**src/rtl/bcd_to_binary.sv**
```systemverilog
// Sequential packed-BCD to binary converter: one digit per clock, MSD first,
// accumulate-times-ten, with start/done handshake plus digit-error and overflow flags.
module bcd_to_binary #(
  parameter int NUM_DIGITS = 4,
  parameter int BIN_W      = 14
) (
  input  logic                    clk,
  input  logic                    rst,
  input  logic                    start,
  input  logic [4*NUM_DIGITS-1:0] bcd_in,
  output logic                    busy,
  output logic                    done,
  output logic [BIN_W-1:0]        binary_out,
  output logic                    error,
  output logic                    overflow
);

  localparam int DIG_W = 4 * NUM_DIGITS;
  localparam int ACC_W = BIN_W + 4;
  localparam int CNT_W = (NUM_DIGITS > 1) ? $clog2(NUM_DIGITS) : 1;
  localparam logic [CNT_W-1:0] LAST_CNT = CNT_W'(NUM_DIGITS - 1);

  typedef enum logic [1:0] {
    S_IDLE,
    S_CONV,
    S_FIN,
    S_DONE
  } state_t;

  state_t             state_q, state_d;
  logic [DIG_W-1:0]   dig_q, dig_d;
  logic [ACC_W-1:0]   acc_q, acc_d;
  logic [CNT_W-1:0]   cnt_q, cnt_d;
  logic               err_flag_q, err_flag_d;
  logic               busy_q, busy_d;
  logic               done_q, done_d;
  logic [BIN_W-1:0]   bin_q, bin_d;
  logic               error_q, error_d;
  logic               ovf_q, ovf_d;
  logic               bad_digit;

  always_comb begin
    bad_digit = 1'b0;
    for (int i = 0; i < NUM_DIGITS; i++) begin
      if (bcd_in[4*i +: 4] > 4'd9) bad_digit = 1'b1;
    end
  end

  always_comb begin
    // NOTE: every variable gets a default before the case so no path leaves
    // one unassigned, which would otherwise infer a latch.
    state_d    = state_q;
    dig_d      = dig_q;
    acc_d      = acc_q;
    cnt_d      = cnt_q;
    err_flag_d = err_flag_q;
    busy_d     = busy_q;
    done_d     = 1'b0;
    bin_d      = bin_q;
    error_d    = error_q;
    ovf_d      = ovf_q;

    unique case (state_q)
      S_IDLE: begin
        if (start) begin
          dig_d      = bcd_in;
          acc_d      = '0;
          cnt_d      = '0;
          err_flag_d = bad_digit;
          busy_d     = 1'b1;
          state_d    = S_CONV;
        end
      end
      S_CONV: begin
        // acc*10 as shift-and-add; illegal digits still flow through and are discarded in FIN
        acc_d = (acc_q << 3) + (acc_q << 1) + ACC_W'(dig_q[DIG_W-1 -: 4]);
        dig_d = dig_q << 4;
        cnt_d = cnt_q + CNT_W'(1);
        if (cnt_q == LAST_CNT) state_d = S_FIN;
      end
      S_FIN: begin
        error_d = err_flag_q;
        if (err_flag_q) begin
          bin_d = '0;
          ovf_d = 1'b0;
        end else begin
          bin_d = acc_q[BIN_W-1:0];
          ovf_d = |acc_q[ACC_W-1:BIN_W];
        end
        busy_d  = 1'b0;
        done_d  = 1'b1;
        state_d = S_DONE;
      end
      S_DONE: begin
        state_d = S_IDLE;
      end
      default: state_d = S_IDLE;
    endcase
  end

  // NOTE: sequential state uses non-blocking assignments so every flop samples
  // the pre-edge values regardless of statement order.
  always_ff @(posedge clk or posedge rst) begin
    if (rst) begin
      state_q    <= S_IDLE;
      dig_q      <= '0;
      acc_q      <= '0;
      cnt_q      <= '0;
      err_flag_q <= 1'b0;
      busy_q     <= 1'b0;
      done_q     <= 1'b0;
      bin_q      <= '0;
      error_q    <= 1'b0;
      ovf_q      <= 1'b0;
    end else begin
      state_q    <= state_d;
      dig_q      <= dig_d;
      acc_q      <= acc_d;
      cnt_q      <= cnt_d;
      err_flag_q <= err_flag_d;
      busy_q     <= busy_d;
      done_q     <= done_d;
      bin_q      <= bin_d;
      error_q    <= error_d;
      ovf_q      <= ovf_d;
    end
  end

  assign busy       = busy_q;
  assign done       = done_q;
  assign binary_out = bin_q;
  assign error      = error_q;
  assign overflow   = ovf_q;

endmodule

```
**config.mk**
```make
export PLATFORM = sky130hd
export DESIGN_NAME = bcd_to_binary
export DESIGN_NICKNAME = d
export VERILOG_FILES = /design/src/rtl/bcd_to_binary.sv
export SDC_FILE = /design/constraint.sdc
export NUM_CORES = 1
export LEC_CHECK = 0
export BUFFER_PORTS_ARGS = -buffer_cell sky130_fd_sc_hd__buf_4
export CORE_ASPECT_RATIO = 0.7
export CORE_UTILIZATION = 25
export DETAILED_ROUTE_END_ITERATION = 8
export PLACE_DENSITY = 0.47
export SLEW_MARGIN = 0
export SYNTH_ARGS = -nofsm -noshare
export SYNTH_HDL_FRONTEND = slang
export SYNTH_SLANG_ARGS = --single-unit
```
**constraint.sdc**
```tcl
create_clock -name clk -period 3.75 [get_ports clk]
set_clock_uncertainty 0.2 [all_clocks]
set_input_delay 0.1875 -clock clk [delete_from_list [all_inputs] [get_ports clk]]
set_output_delay 0.1875 -clock clk [all_outputs]
set_load 0.005 [all_outputs]
```
==> out/metrics.cfg <==
[global_routing]
track_usage = 0.136
grt_max_degree = 45
grt_first_pass_wirelength_um = 14500
grt.overflow.total = 0
antenna_found_initial = 0
grt_pass1_vias = 2702

[clock_tree]
clock_latency_ns = 0.33
cts-buffers-inserted = 9
cts_tree = built
cts_resized = 0
cts.path.max_buffers = 2
cts.sinks = 57
clockRootBuffer = clkbuf_16
cts_htree_levels = 3
clkTransAtPathRegs_ns = 0.05

[floorplanning]
core_sq_um = 12700
fp.dieW_um = 140
fp.dieArea_sq_um = 13900
start_util = 0.263
ioPinCount = 37
fp.dieH_um = 98.8
rows = 34

[sta]
period_share = 0.762
rsz0062_at_grt = no
tightestPinTransition_ns = 0.970
finalSetupTns_ns = 0
finalMaxSlewViolations = 0
setup_violations = 0
hold_violations = 0
layout_min_cycle_time_ns = 2.86
relSlewSlack = 0.352
fmax_mhz = 350

[yosys]
muxShareOfSynthArea = 0.0486
synth_ff_type = dfrtp_1
synth_cells = 353
synth_seq_area_share = 0.426
syn_nets = 408
synth-simple-area-share = 0.124
synth_xor_area_frac = 0.0288
synth_edf_count = 0
synth_top_area_cell = dfrtp_1
netlist_area_sq_um = 3350
ys_ff_latch = 57
yosysTopAreaCellShare = 0.426
async_flop_share = 1.00
synth-adder-area-share = 0.139
yosys_warnings = 0
synth_compound_area_frac = 0.189
synth_top_family_by_area = compound AO/OA/AOI/OAI gates
synth_area_leaders = dfrtp_1, ha_1, o21ai_0
synth_area_per_cell_sq_um = 9.49
ys_types = 49

[final_layout]
area_growth_pct = 25.8
drive_above_1_share = 0.167
fin_cells = 569
utilization = 0.331
nNetsFinal = 457
fillers = 1296
layout_common_cells = nand2_1, dfrtp_1, o21ai_0
num_antenna_cells = 0

[min_path]
worst_hold_startpoint = bcd_in[13]
whs_path_depth = 3
min_delay_worst_endpoint = dig_q[13]
hp-class = in2reg

[detailed_routing]
ant_nets = 0
firstDrtPassIters = 4
wl_per_cell_um = 15.4
drtIter0Drc = 203
dr_total_vias = 2685
avgViaCountPerCell = 4.72
totalWireLength_um = 8780
drc = 0

[worst_setup_path]
rr_startpoint = acc_q[0]
cpMaxStageDelayCell = fa_1
worstReg2RegEnd = acc_q[12]
critPathKind = reg2reg
critPathMaxStageDelay_ns = 0.51
cp.required_ns = 3.76
crit_fanout = 6
crit_top_cell = fa_1
r2r_setup_slack_ns = 0.89
cp-end-kind = flip-flop
critPathLaunchType = flip-flop
rr_worst_depth = 9
cp_cell_sequence = inv_1, fa_1, fa_1, nor2b_4, o211ai_2, a21oi_2, o21a_1, o21ai_0, a32o_1
crit_arrival_ns = 2.87

[power_and_ir_drop]
seqPwrFrac = 0.287
power.density_nw_per_um2 = 905
leakagePower_nw = 1.98
intPower_mw = 2.23
clockPowerShare = 0.223
combPwrFrac = 0.490
p_switching_mw = 1.58
peakVddDrop_mv = 0.285
swShare = 0.415

[run]
drv_cap = 0

[placement]
place_congestion = 0.814
place_inst = 544
io_buffer_count = 36
hpwl_um = 6210

[run_status]
status = finished, final reports clean

per-stage QoR:
step / cell area [sq um] / hold WS, ns / total power [mW] / worst slack [ns]
after floorplan: 3350 / 0.184 / 2.37 / 1.12
after detailed placement: 3820 / 0.271 / 2.95 / 0.892
after global routing: 4220 / 0.0280 / 4.14 / 0.745
final: 4220 / 0.000970 / 3.82 / 0.891
after global placement: 3820 / 0.264 / 2.93 / 1.01
after CTS: 4220 / 0.00119 / 3.84 / 0.895
how the worst max path moves through the flow:
stage	start	to	slack, ns	cells past startpoint
2_1_floorplan	acc_q[0]	acc_q[12]	1.12	9
3_3_place_gp	acc_q[0]	acc_q[12]	1.01	9
3_5_place_dp	acc_q[0]	acc_q[12]	0.89	9
4_1_cts	acc_q[0]	acc_q[12]	0.90	9
5_1_grt	acc_q[0]	acc_q[17]	0.74	10
6_report	acc_q[0]	acc_q[12]	0.89	9
flip-flops by register name (all words and copies together), names as in the netlist:
signal / count
acc_q: 18
dig_q: 16
binary_out: 14
cnt_q: 2
state_q: 2
busy: 1
done: 1
err_flag_q: 1
error: 1
overflow: 1
synthesized netlist by cell type, drive strengths merged, types with 3 or more instances:
cell / number
a211oi: 4
buf: 3
o21ai: 60
xor2: 7
ha: 34
nor2: 6
a22oi: 4
and3: 6
nand2b: 3
a22o: 4
nor2b: 5
a31oi: 3
clkbuf: 10
o211ai: 3
inv: 26
dfrtp: 57
nand2: 57
xnor2: 4
mux2i: 14
a21oi: 15
power by group through the flow:
| stage | registers (mW) | clock network (mW) | logic, mW |
|---|---|---|---|
| CTS | 1.10 | 0.872 | 1.87 |
| global route | 1.14 | 0.896 | 2.11 |
| global placement | 1.10 | 0 | 1.83 |
| floorplan | 1.04 | 0 | 1.33 |
| finish | 1.10 | 0.851 | 1.87 |
| detailed placement | 1.11 | 0 | 1.84 |
final cells by class:
type | instances | area [sq um] | share of cell area
sequential | 57 | 1430 | 0.338
inverter | 26 | 97.6 | 0.0232
tap | 162 | 203 | 0.0481
timing repair buffer | 51 | 405 | 0.0962
clock inverter | 2 | 35.0 | 0.00831
multi-input combinational | 257 | 1770 | 0.421
clock buffer | 14 | 274 | 0.0650
what timing repair did:
action,in CTS,in global routing
hold buffers,9,0
endpoints found under the hold margin,49,0
setup buffers,0,0
layer usage:
metal / routed length [um] / GRT usage / up-vias
met3: 340 / 0.0335 / 9
met1: 4950 / 0.208 / 1278
met5: 0 / 0 / -
met2: 3440 / 0.186 / 54
li1: - / - / 1344
met4: 56 / 0.0355 / 0
kinds of logic after synthesis:
| family | Yosys count |
|---|---|
| buf+inv | 39 |
| fa+ha+maj | 36 |
| flops | 57 |
| xor+xnor | 11 |
| mux | 16 |
| simple gates | 90 |
| compound gates | 104 |
critical path, delay by kind of cell (launching register included):
kind / cells / cell delay, ns
compound gates: 5 / 0.91
fa+ha+maj: 2 / 1.02
buf+inv: 1 / 0.08
flops: 1 / 0.39
simple gates: 1 / 0.15
(Power assumes the default switching activity.)
